**config.mk**
```make
export PLATFORM = sky130hd
export DESIGN_NAME = keypad_scan_encoder
export DESIGN_NICKNAME = d
export VERILOG_FILES = /design/src/rtl/keypad_pkg.sv /design/src/rtl/keypad_scan_encoder_row_scan.sv /design/src/rtl/keypad_scan_encoder.sv
export SDC_FILE = /design/constraint.sdc
export NUM_CORES = 1
export LEC_CHECK = 0
export CAP_MARGIN = 20
export CORE_MARGIN = 5
export CORE_UTILIZATION = 50
export CTS_CLUSTER_DIAMETER = 40
export DETAILED_ROUTE_END_ITERATION = 6
export PLACE_DENSITY = 0.65
export SLEW_MARGIN = 25
export SYNTH_ARGS = -nofsm -noshare
export SYNTH_HDL_FRONTEND = slang
export SYNTH_SLANG_ARGS = --single-unit
```
**constraint.sdc**
```tcl
create_clock -name i_clk -period 5.5 [get_ports i_clk]
set_clock_uncertainty 0.15 [all_clocks]
set_input_delay 1.1 -clock i_clk [delete_from_list [all_inputs] [get_ports i_clk]]
set_output_delay 1.1 -clock i_clk [all_outputs]
set_load 0.005 [all_outputs]
```
**src/rtl/keypad_pkg.sv**
```systemverilog
// Shared types and constants for the 4x4 keypad scanner and its debounce FSM.
package keypad_pkg;

  typedef enum logic [1:0] {
    S_IDLE,
    S_DEB_PRESS,
    S_HELD,
    S_DEB_RELEASE
  } state_t;

  localparam int ROWS = 4;
  localparam int COLS = 4;
  localparam int KEYS = ROWS * COLS;

  // Key meanings as interpreted by the downstream decoder (bit = row*4 + col)
  localparam logic [15:0] KEY_ENTER  = 16'h0001;
  localparam logic [15:0] KEY_CLEAR  = 16'h0100;
  localparam logic [15:0] KEY_CANCEL = 16'h1000;
  localparam logic [15:0] KEY_D0     = 16'h0008;
  localparam logic [15:0] KEY_D1     = 16'h0080;
  localparam logic [15:0] KEY_D2     = 16'h0040;
  localparam logic [15:0] KEY_D3     = 16'h0020;
  localparam logic [15:0] KEY_D4     = 16'h0800;
  localparam logic [15:0] KEY_D5     = 16'h0400;
  localparam logic [15:0] KEY_D6     = 16'h0200;
  localparam logic [15:0] KEY_D7     = 16'h8000;
  localparam logic [15:0] KEY_D8     = 16'h4000;
  localparam logic [15:0] KEY_D9     = 16'h2000;

  function automatic logic [3:0] onehot_to_index(input logic [15:0] code);
    logic [3:0] idx;
    idx = '0;
    for (int i = 0; i < 16; i++) begin
      if (code[i]) idx = 4'(i);
    end
    return idx;
  endfunction

endpackage

```
**src/rtl/keypad_scan_encoder_row_scan.sv**
```systemverilog
// Row driver and column sampler: walks one active-low row per slot and
// assembles a full 16-bit key snapshot once per frame.
module keypad_row_scan
  import keypad_pkg::*;
#(
  parameter int SCAN_DIV = 50000
) (
  input  logic            i_clk,
  input  logic            i_rst,
  input  logic [COLS-1:0] i_col_n,
  output logic [ROWS-1:0] o_row_n,
  output logic [KEYS-1:0] o_frame,
  output logic            o_frame_done
);

  localparam int SLOT_W = $clog2(SCAN_DIV);
  localparam logic [SLOT_W-1:0] SLOT_LAST = SLOT_W'(SCAN_DIV - 1);

  logic [COLS-1:0]   r_col_meta;
  logic [COLS-1:0]   r_col_s;
  logic [SLOT_W-1:0] r_slot_cnt;
  logic [1:0]        r_row_idx;
  logic [KEYS-1:0]   r_snapshot;

  logic              w_slot_last;
  logic [KEYS-1:0]   w_snap_next;

  assign w_slot_last = (r_slot_cnt == SLOT_LAST);

  // Snapshot including the row being sampled this cycle, so the frame seen at
  // frame_done already carries the row-3 columns.
  always_comb begin
    w_snap_next = r_snapshot;
    if (w_slot_last) begin
      for (int c = 0; c < COLS; c++) begin
        w_snap_next[{r_row_idx, 2'(c)}] = ~r_col_s[c];
      end
    end
  end

  always_ff @(posedge i_clk or posedge i_rst) begin
    if (i_rst) begin
      r_col_meta <= '1;
      r_col_s    <= '1;
      r_slot_cnt <= '0;
      r_row_idx  <= '0;
      r_snapshot <= '0;
    end else begin
      r_col_meta <= i_col_n;
      r_col_s    <= r_col_meta;
      if (w_slot_last) begin
        r_slot_cnt <= '0;
        r_row_idx  <= r_row_idx + 2'd1;
        r_snapshot <= w_snap_next;
      end else begin
        r_slot_cnt <= r_slot_cnt + 1'b1;
      end
    end
  end

  assign o_row_n      = ~(4'b0001 << r_row_idx);
  assign o_frame      = w_snap_next;
  assign o_frame_done = w_slot_last && (r_row_idx == 2'd3);

endmodule

```
**src/rtl/keypad_scan_encoder.sv**
```systemverilog
// Keypad scanner top: debounces whole-frame snapshots into a one-hot key code.
//  state         | meaning
//  S_IDLE        | no key confirmed, waiting for a single-key frame
//  S_DEB_PRESS   | candidate key seen, counting agreeing frames
//  S_HELD        | key confirmed, onehot/key_code driven
//  S_DEB_RELEASE | candidate missing, counting frames before release
module keypad_scan_encoder
  import keypad_pkg::*;
#(
  parameter int SCAN_DIV        = 50000,
  parameter int DEBOUNCE_FRAMES = 5
) (
  input  logic        i_clk,
  input  logic        i_rst,
  input  logic [3:0]  i_col_n,
  output logic [3:0]  o_row_n,
  output logic [15:0] o_onehot,
  output logic        o_key_valid,
  output logic [3:0]  o_key_code
);

  localparam int CNT_W = $clog2(DEBOUNCE_FRAMES + 1);
  localparam logic [CNT_W-1:0] DEB_C = CNT_W'(DEBOUNCE_FRAMES);

  logic [15:0]      w_frame;
  logic             w_frame_done;
  logic             w_zero;
  logic             w_single;
  logic             w_match;
  logic [CNT_W-1:0] w_cnt_inc;
  logic             w_deb_hit;

  state_t           r_state;
  logic [15:0]      r_cand;
  logic [CNT_W-1:0] r_cnt;
  logic [15:0]      r_onehot;
  logic [3:0]       r_key_code;
  logic             r_key_valid;

  keypad_row_scan #(.SCAN_DIV(SCAN_DIV)) u_row_scan (
    .i_clk       (i_clk),
    .i_rst       (i_rst),
    .i_col_n     (i_col_n),
    .o_row_n     (o_row_n),
    .o_frame     (w_frame),
    .o_frame_done(w_frame_done)
  );

  assign w_zero    = (w_frame == 16'd0);
  assign w_single  = !w_zero && ((w_frame & (w_frame - 16'd1)) == 16'd0);
  assign w_match   = (w_frame == r_cand);
  assign w_cnt_inc = (r_cnt == DEB_C) ? r_cnt : r_cnt + 1'b1;
  assign w_deb_hit = (w_cnt_inc == DEB_C);

  // Multi-key frames fall through untouched: they never advance or reset state.
  always_ff @(posedge i_clk or posedge i_rst) begin
    if (i_rst) begin
      r_state     <= S_IDLE;
      r_cand      <= '0;
      r_cnt       <= '0;
      r_onehot    <= '0;
      r_key_code  <= '0;
      r_key_valid <= 1'b0;
    end else begin
      r_key_valid <= 1'b0;
      if (w_frame_done && (w_zero || w_single)) begin
        case (r_state)
          S_IDLE: begin
            if (w_single) begin
              r_cand <= w_frame;
              r_cnt  <= CNT_W'(1);
              if (DEB_C == CNT_W'(1)) begin
                r_onehot    <= w_frame;
                r_key_code  <= onehot_to_index(w_frame);
                r_key_valid <= 1'b1;
                r_state     <= S_HELD;
              end else begin
                r_state <= S_DEB_PRESS;
              end
            end
          end
          S_DEB_PRESS: begin
            if (w_zero) begin
              r_cnt   <= '0;
              r_state <= S_IDLE;
            end else if (w_match) begin
              r_cnt <= w_cnt_inc;
              if (w_deb_hit) begin
                r_onehot    <= r_cand;
                r_key_code  <= onehot_to_index(r_cand);
                r_key_valid <= 1'b1;
                r_state     <= S_HELD;
              end
            end else begin
              r_cand <= w_frame;
              r_cnt  <= CNT_W'(1);
            end
          end
          S_HELD: begin
            if (!w_match) begin
              r_cnt <= CNT_W'(1);
              if (DEB_C == CNT_W'(1)) begin
                r_onehot   <= '0;
                r_key_code <= '0;
                r_state    <= S_IDLE;
              end else begin
                r_state <= S_DEB_RELEASE;
              end
            end
          end
          S_DEB_RELEASE: begin
            if (w_match) begin
              r_state <= S_HELD;
            end else begin
              r_cnt <= w_cnt_inc;
              if (w_deb_hit) begin
                r_onehot   <= '0;
                r_key_code <= '0;
                r_state    <= S_IDLE;
              end
            end
          end
          default: r_state <= S_IDLE;
        endcase
      end
    end
  end

  assign o_onehot    = r_onehot;
  assign o_key_code  = r_key_code;
  assign o_key_valid = r_key_valid;

endmodule
```
==> metrics.md, run 1 <==
| Metric | Value |
|---|---|
| CP arrival | around 5000 ps |
| Worst-margin pin slew | 799 ps |
| Endpoints failing setup | 0 |
| Synth Register Bits | between 80 and 90 |
| Most frequent cells in the layout | dfrtp_1, inv_1, nor2_1, clkdlybuf4s50_1, nand2_1 |
| Clk_lat worst skew | 360 ps |
| Family with the most delay on the worst path | simple AND/OR/NAND/NOR gates |
| Cells after DPL | 588 |
| Global-route wire length before repair | 18800 um |
| Sequential area share after synthesis | 45.5% |
| Final core occ | a little under three fifths |
| Worst-path clk slew | 90 ps |
| CP max-delay cell | or4b_1 |
| Type of origin of the critical path | register |
| Final hold violations | 0 |
| Leak Pwr | between 2 and 2.5 nW |
| Die Ht | 106 um |
| CP endpoint kind | register |
| Cell Area, Placed | roughly 0.005 mm^2 |
| Post-synth top area share | slightly above 40% |
| Required time worst endpoint | about 5600 ps |
| Drt drc | 0 |
| Syn_nets | about 480 |
| Max Cap Violations | 0 |
| WL met3 | around 470 um |
| Post-layout net count | ~500 |
| Largest net degree at the start of global routing | 45 |
| Min Tclk post-route | slightly below 5000 ps |
| Setup TNS | 0 ps |
| Vias in the first global route | 3633 |
| Post-CTS Hold Buffers | 0 |
| Drt pass-1 iters | 5 |
| CTS H-tree depth | 3 |
| Antenna cells | 0 |
| Vias per inst | slightly below 6 |
| Initial antenna violation count | 0 |
| Global Route Usage Sum | a little over a fifth |
| Final Max Slew Viols | 0 |
| Post-synth EDFFs | 0 |
| Rows | 35 |
| Filler Cell Count | 797 |
| Mapped Cells | about 470 |
| Biggest area consumer among synthesized cells | dfrtp_1 |
| WP buf/inv | 2 |
| Die span in x | around 110 um |
| DR WL met2 | between 5000 and 6000 um |
| # IOs | 31 |
| P per Cell Area | roughly 220 mW/mm^2 |
| Synth cell types | 62 |
| Detail-routed net length per standard cell | 18.4 um |
| Metal-1 WL | around 5400 um |
| Clock Sink Count | 84 |
| Max layer used | met4 |
| WHS Path Cells | 0 |
| Max-Slew Margin vs Limit | approximately 47% |
| Synth top area cells | dfrtp_1, dfstp_2, mux2i_1 |
| Worst Min Path Start | u_row_scan.r_col_meta[3] |
| CP dominant cell by count | buf_4 |
| Crit path cell chain | or4b_1 -> nor4_4 -> mux2i_1 -> o21bai_1 -> nor4_1 -> or2_2 -> nand4_1 -> buf_4 -> a2111oi_4 -> buf_4 -> mux2_2 |
| R2R Setup Slk | ~600 ps |
| Post-CTS Resized | 0 |
| Clk root buf | clkbuf_8 |
| Area Overhead vs Synth | 13.3% |
| HP Class | register to register |
| RR Endpoint | r_cand[14] |
| DIE AREA | between 0.01 and 0.015 mm^2 |
| Count of input and output buffers | 30 |
| Iteration-0 DRC Markers | ~170 |
| Ys Warns | 0 |
| Synthesized cell area | ~0.0046 mm^2 |
| Commonest non-fill, non-tap cell in the layout | dfrtp_1 |
| Ratio of cells with drive above 1 in the final layout | between 10% and 20% |
| Starting Density | 50.8% |
| Ys flop type | dfrtp_1 |
| Final Cell Area | ~0.0053 mm^2 |
| Synth async-reset ratio | 100% |
| CP Max Fanout | 21 |
| Routed vias | roughly 3600 |
| Overflow after GRT | 0 |
| DP Wirelength | approximately 7900 um |
| Core area | 0.00915 mm^2 |
| Maximum vdd drop | 116 uV |
| Synthesized area per cell | between 9 and 10 um^2 |
| Worst r2r path cells | 11 |
| Post-CTS Setup Repair Bufs | 0 |
| RR Startpoint | u_row_scan.r_slot_cnt[11] |
| Status | finished clean |
| Unrepaired setup endpoints after global routing | false |
| Clk buf depth | 2 |
| Worst hold path endpoint | u_row_scan.r_col_s[3] |
| Antenna violation net count after detailed routing | 0 |
| CP Class | register to register |
| Fin crit share | roughly nine tenths |
| Non-Filler Instances | about 600 |
| Max Fclk | 0.204 GHz |
| Num CTS Buffers | 9 |
| CP peak stage delay | slightly above 700 ps |
| Clock tree from TritonCTS | yes |
| Final Wtd Congestion | about 0.9 |
| Routed wire length | around 11000 um |
==> worst max-delay path by stage <==
stage / from / to / depth (start not counted)
6_report: u_row_scan.r_slot_cnt[11] / r_cand[14] / 11
2_1_floorplan: u_row_scan.r_slot_cnt[11] / o_key_code[1] / 11
3_3_place_gp: u_row_scan.r_slot_cnt[11] / r_cand[2] / 11
3_5_place_dp: u_row_scan.r_slot_cnt[11] / r_cand[14] / 11
5_1_grt: u_row_scan.r_slot_cnt[11] / r_cand[3] / 11
4_1_cts: u_row_scan.r_slot_cnt[11] / r_cand[14] / 11
==> area by class of cell <==
type | count | area (um^2) | area share (%)
Inverter | 40 | 151 | 2.88
Sequential cell | 84 | 2110 | 40.1
Timing Repair Buffer | 40 | 375 | 7.13
Clock buffer | 14 | 153 | 2.90
Tap cell | 111 | 139 | 2.64
Clock inverter | 2 | 60.1 | 1.14
Multi-Input combinational cell | 313 | 2270 | 43.2
==> layer usage <==
metal,vias up,track usage (%)
met2,97,31.3
met5,-,0
met1,1759,29.7
met4,0,9.07
met3,21,3.58
li1,1719,-
==> power breakdown <==
part | switching, W | internal (W)
clock | 0.000213 | 0.000270
sequential | 0.00000788 | 0.000623
combinational | 0.0000153 | 0.00000686
==> cells in the mapped netlist, types with 4 or more instances <==
library cell / instances
o22ai_1: 10
nor3_1: 14
a21oi_1: 17
inv_1: 40
nand2_1: 27
or2_2: 4
dfrtp_1: 76
mux2_2: 15
o41ai_1: 12
xnor2_1: 12
o31ai_1: 11
xor2_1: 12
and3_1: 7
nor2_1: 32
nor4_1: 5
dfstp_2: 8
o21ai_0: 18
nand3_1: 10
ha_1: 7
nand4_1: 7
or3_1: 4
a211oi_1: 4
clkbuf_1: 24
mux2i_1: 21
buf_2: 5
==> registers in the layout, indices dropped and copies added, names as in the netlist <==
name                   cells
u_row_scan.r_row_idx       2
r_state                    2
o_key_valid                1
o_onehot                  16
u_row_scan.r_col_s         4
u_row_scan.r_col_meta      4
r_cnt                      3
u_row_scan.r_snapshot     16
r_cand                    16
u_row_scan.r_slot_cnt     16
o_key_code                 4
==> stage by stage <==
| step | hold slack, ps | total power [W] | setup slack, ps |
|---|---|---|---|
| 2_1_floorplan | 195 | 0.000654 | 1230 |
| 3_3_place_gp | 196 | 0.000666 | 780 |
| 3_5_place_dp | 197 | 0.000666 | 719 |
| 4_1_cts | 209 | 0.00115 | 694 |
| 5_1_grt | 213 | 0.00118 | 360 |
| 6_report | 207 | 0.00114 | 606 |
==> logic make-up after synthesis <==
logic type | after synthesis | share of synthesized area (%)
xor+xnor | 24 | 4.52
simple gates | 137 | 16.7
mux | 40 | 9.43
compound gates | 104 | 16.1
fa+ha+maj | 8 | 2.10
buf+inv | 69 | 5.71
flops | 84 | 45.5
No activity file was read; power rests on OpenSTA's default activity.
==> inputs of run 2 (changes only) <==
--- a/config.mk
+++ b/config.mk
@@ -7,10 +7,9 @@
 export LEC_CHECK = 0
 export CAP_MARGIN = 20
 export CORE_MARGIN = 5
-export CORE_UTILIZATION = 50
+export CORE_UTILIZATION = 30
 export CTS_CLUSTER_DIAMETER = 40
 export DETAILED_ROUTE_END_ITERATION = 6
-export PLACE_DENSITY = 0.65
 export SLEW_MARGIN = 25
 export SYNTH_ARGS = -nofsm -noshare
 export SYNTH_HDL_FRONTEND = slang
==> metrics.md, run 2 (synthesis results as in run 1) <==
| Metric | Value |
|---|---|
| WP buf/inv | 2 |
| Family with the most delay on the worst path | simple AND/OR/NAND/NOR gates |
| Num CTS Buffers | 9 |
| Iteration-0 DRC Markers | 200 |
| Detail-routed net length per standard cell | around 17 um |
| HP Class | register to register |
| Filler Cell Count | 1545 |
| # IOs | 31 |
| Clock tree from TritonCTS | yes |
| Routed vias | about 3600 |
| Final hold violations | 0 |
| Hold WS | slightly above 200 ps |
| CP Class | register to register |
| CP arrival | 4860 ps |
| Worst-path clk slew | roughly 60 ps |
| Antenna violation net count after detailed routing | 0 |
| Type of origin of the critical path | register |
| Max-Slew Margin vs Limit | between 50% and 60% |
| Die Ht | roughly 130 um |
| Drt pass-1 iters | 5 |
| Endpoints failing setup | 0 |
| Largest net degree at the start of global routing | 55 |
| Worst Setup SP | u_row_scan.r_slot_cnt[11] |
| Global-route wire length before repair | 19100 um |
| Setup TNS | 0 ps |
| CP max-delay cell | or4b_1 |
| P_sw | approximately 0.00028 W |
| RR Startpoint | u_row_scan.r_slot_cnt[11] |
| Max Cap Violations | 0 |
| Commonest non-fill, non-tap cell in the layout | dfrtp_1 |
| Area Overhead vs Synth | 17.3% |
| Post-CTS Hold Buffers | 0 |
| R2R Setup Slk | between 700 and 800 ps |
| Unrepaired setup endpoints after global routing | false |
| Max Fclk | 0.210 GHz |
| Required time worst endpoint | around 5600 ps |
| Post-layout net count | about 500 |
| Routed wire length | between 10000 and 15000 um |
| Overflow after GRT | 0 |
| Clk pwr share | approximately half |
| Min Tclk post-route | approximately 4800 ps |
| Seq pwr share | 49.6% |
| Worst-margin pin slew | slightly above 700 ps |
| Clock Sink Count | 84 |
| DIE AREA | approximately 0.018 mm^2 |
| Worst r2r path cells | 11 |
| Leak Pwr | 2.25 nW |
| Starting Density | slightly above 30% |
| DP Wirelength | approximately 8000 um |
| CP endpoint kind | register |
| Comb power frac | 1.8% |
| CP Max Fanout | 21 |
| Maximum vdd drop | 131 uV |
| Seq. cell area | approximately 0.0021 mm^2 |
| Vias per inst | approximately 5.3 |
| Die span in x | ~130 um |
| Internal power | around 0.00099 W |
| Vias in the first global route | approximately 3700 |
| Post-CTS Resized | 0 |
| CTS H-tree depth | 3 |
| Clk_lat worst skew | approximately 350 ps |
| Ratio of cells with drive above 1 in the final layout | between 10% and 20% |
| Most frequent cells in the layout | dfrtp_1, inv_1, nor2_1, clkdlybuf4s50_1, nand2_1 |
| Critical path endpoint | r_cand[5] |
| Core area | around 0.015 mm^2 |
| CP peak stage delay | roughly 700 ps |
| Final Max Slew Viols | 0 |
| RR Endpoint | r_cand[5] |
| Initial antenna violation count | 0 |
| Antenna cells | 0 |
| Number of cells on the critical path | 11 |
| Status | finished clean |
| Clk root buf | clkbuf_16 |
| Sw Share | 21.8% |
| CP dominant cell by count | buf_4 |
| Global Route Usage Sum | about an eighth |
| P per Cell Area | approximately 230 mW/mm^2 |
| Area of the multi-input gates | 0.00227 mm^2 |
| Post-CTS Setup Repair Bufs | 0 |
| Final Wtd Congestion | approximately 0.89 |
| Fin crit share | about 87% |
| Crit path cell chain | or4b_1 -> nor4_4 -> mux2i_1 -> o21bai_1 -> nor4_1 -> or2_2 -> nand4_1 -> buf_4 -> a2111oi_4 -> buf_4 -> mux2_2 |
| Drt drc | 0 |
| Rows | between 40 and 50 |
| Clk buf depth | 2 |
| Count of input and output buffers | 30 |
[run 2: power by group through the flow]
stage,Combinational (W),Sequential [W],Clock [W]
after floorplan,0.0000179,0.000636,0
after global placement,0.0000233,0.000642,0
after detailed placement,0.0000236,0.000642,0
after CTS,0.0000236,0.000631,0.000637
after global routing,0.0000267,0.000631,0.000659
final,0.0000227,0.000631,0.000617
[run 2: layout make-up]
type / count / area share (%)
Clock buffer: 10 / 4.38
Clock inverter: 6 / 1.17
Inverter: 40 / 2.80
Multi-Input combinational cell: 313 / 41.7
Sequential cell: 84 / 38.8
Tap cell: 188 / 4.32
Timing Repair Buffer: 40 / 6.89
[run 2: metal layers]
metal	up-vias	routed length [um]	track usage, %
li1	1726	-	-
met1	1766	5260	17.7
met2	98	5310	20.8
met3	15	514	2.63
met4	0	262	5.94
met5	-	0	0
[run 2: per-stage QoR]
step                instance area [um^2]  worst slack (ps)  power (W)  utilization (%)  std cells
finish                              5450               729    0.00127             35.9        681
floorplan                           4650              1230   0.000654                -        466
detailed placement                  5150               702   0.000666             33.9        665
CTS                                 5450               678    0.00129             35.8        681
global route                        5450               335    0.00132             35.9        681
global placement                    5150               760   0.000666             33.9        665
[run 2: worst min-delay path by stage]
stage | startpoint | endpoint | depth (start not counted)
6_report | u_row_scan.r_col_meta[3] | u_row_scan.r_col_s[3] | 0
3_5_place_dp | u_row_scan.r_col_meta[0] | u_row_scan.r_col_s[0] | 0
5_1_grt | u_row_scan.r_col_meta[1] | u_row_scan.r_col_s[1] | 0
3_3_place_gp | u_row_scan.r_col_meta[3] | u_row_scan.r_col_s[3] | 0
2_1_floorplan | u_row_scan.r_col_meta[0] | u_row_scan.r_col_s[0] | 0
4_1_cts | u_row_scan.r_col_meta[3] | u_row_scan.r_col_s[3] | 0
==> inputs of run 3 (changes only) <==
--- a/config.mk
+++ b/config.mk
@@ -8,8 +8,9 @@
 export CAP_MARGIN = 20
 export CORE_MARGIN = 5
 export CORE_UTILIZATION = 30
-export CTS_CLUSTER_DIAMETER = 40
 export DETAILED_ROUTE_END_ITERATION = 6
+export GPL_TIMING_DRIVEN = 0
+export PLACE_DENSITY = 0.48
 export SLEW_MARGIN = 25
 export SYNTH_ARGS = -nofsm -noshare
 export SYNTH_HDL_FRONTEND = slang
==> metrics.md, run 3 (synthesis results as in run 1) <==
| Metric | Value |
|---|---|
| Status | finished clean |
| Starting Density | 30.6% |
| Type of origin of the critical path | register |
| Global Route Usage Sum | approximately 14% |
| Max-Slew Margin vs Limit | a little under two fifths |
| Clock tree from TritonCTS | yes |
| Clk_lat worst skew | 340 ps |
| HP Class | register to register |
| Antenna violation net count after detailed routing | 0 |
| Final hold violations | 0 |
| Routed wire length | roughly 12000 um |
| Count of input and output buffers | 30 |
| Max Cap Violations | 0 |
| Die span in x | about 130 um |
| Setup TNS | 0 ps |
| Largest net degree at the start of global routing | 45 |
| Unrepaired setup endpoints after global routing | false |
| CP arrival | ~5200 ps |
| Drt drc | 0 |
| CP endpoint kind | register |
| Ratio of cells with drive above 1 in the final layout | between 10 and 15% |
| Routed vias | around 3600 |
| Post-layout net count | ~520 |
| # IOs | 31 |
| Global-route wire length before repair | just under 20000 um |
| Vias per inst | approximately 5.2 |
| Endpoints failing setup | 0 |
| CP Max Fanout | 10 |
| Cell Area, Placed | approximately 0.0052 mm^2 |
| Most frequent cells in the layout | dfrtp_1, inv_1, nor2_1, clkdlybuf4s50_1, nand2_1 |
| Filler Cell Count | 1532 |
| Detail-routed net length per standard cell | 16.8 um |
| Overflow after GRT | 0 |
| Maximum vdd drop | 136 uV |
| Max Fclk | just under 0.2 GHz |
| DP Wirelength | slightly below 9000 um |
| Core area | 0.0152 mm^2 |
| CP Class | register to register |
| Min Tclk post-route | approximately 5100 ps |
| Rows | 45 |
| Clock Sink Count | between 80 and 90 |
| Final Wtd Congestion | 0.792 |
| Final core occ | a little over a third |
| Commonest non-fill, non-tap cell in the layout | dfrtp_1 |
| Clk root buf | clkbuf_16 |
| Leak Pwr | approximately 2.3 nW |
| Worst-path clk slew | roughly 60 ps |
| Drt pass-1 iters | 5 |
| Iteration-0 DRC Markers | ~230 |
| Antenna cells | 0 |
| Die Ht | ~130 um |
| Non-Filler Instances | approximately 700 |
| Cells after DPL | between 600 and 700 |
| Post-CTS Resized | 0 |
| Fin crit share | ~93% |
| Post-CTS Hold Buffers | 0 |
| Vias in the first global route | between 3000 and 4000 |
| DIE AREA | 0.0181 mm^2 |
| Final Cell Area | 0.00556 mm^2 |
| Hold WS | just over 200 ps |
| Required time worst endpoint | between 5000 and 6000 ps |
| CTS H-tree depth | 3 |
| Initial antenna violation count | 0 |
| Final Max Slew Viols | 0 |
| Num CTS Buffers | 9 |
| Clk buf depth | 2 |
| Area Overhead vs Synth | 19.6% |
| Worst-margin pin slew | a little over 900 ps |
| P per Cell Area | roughly 240 mW/mm^2 |
| Post-CTS Setup Repair Bufs | 0 |
-- run 3: cell count changes in the layout (fill, tap and decap cells not counted), sizes merged --
cell,delta
buf,-4
bufinv,+2
clkbuf,+26
clkinv,-4
-- run 3: layout make-up --
cell class	instances	area (um^2)	share of cell area, %
well taps	188	235	4.23
inverters	40	155	2.79
clock inverters	4	97.6	1.76
clock buffers	12	246	4.43
flip-flops and latches	84	2110	38.0
plain buffers	29	115	2.07
repair buffers	31	328	5.90
multi-input cells	313	2270	40.8
-- run 3: critical path: stages (launching register included) --
cell and delay (ps):
dfrtp_1 420, or4b_1 550, buf_2 200, nor4_4 570, mux2i_1 270, o21bai_1 300
nor4_1 700, or2_2 240, nand4_1 240, a2111oi_4 600, buf_2 410, mux2_2 370
-- run 3: path summary, 6_finish.rpt --
check / from / end / slack, ps / cells past startpoint
min reg2reg: u_row_scan.r_col_meta[3] / u_row_scan.r_col_s[3] / 200 / 0
min: u_row_scan.r_col_meta[3] / u_row_scan.r_col_s[3] / 200 / 0
min in group asynchronous: i_rst / o_onehot[0] / 980 / 2
max in group asynchronous: i_rst / r_state[1] / 3670 / 3
max reg2reg: u_row_scan.r_slot_cnt[11] / r_cand[2] / 360 / 11
max: u_row_scan.r_slot_cnt[11] / r_cand[2] / 360 / 11
-- run 3: stage by stage --
step	setup slack, ps	total power, W
final	363	0.00136
after CTS	381	0.00138
after floorplan	1230	0.000654
after detailed placement	404	0.000670
after global placement	329	0.000667
after global routing	2.93	0.00142
-- run 3: per-layer routing --
metal	GRT usage (%)	up-vias	routed length [um]
li1	-	1758	-
met1	19.2	1780	5790
met2	20.8	88	5230
met3	2.78	15	526
met4	5.15	0	248
met5	0	-	0
-- run 3: power by group --
group	internal, W	switching [W]	total (W)
registers	0.000623	0.00000283	0.000626
clock network	0.000457	0.000247	0.000704
logic	0.00000917	0.0000221	0.0000313
total	0.00109	0.000272	0.00136
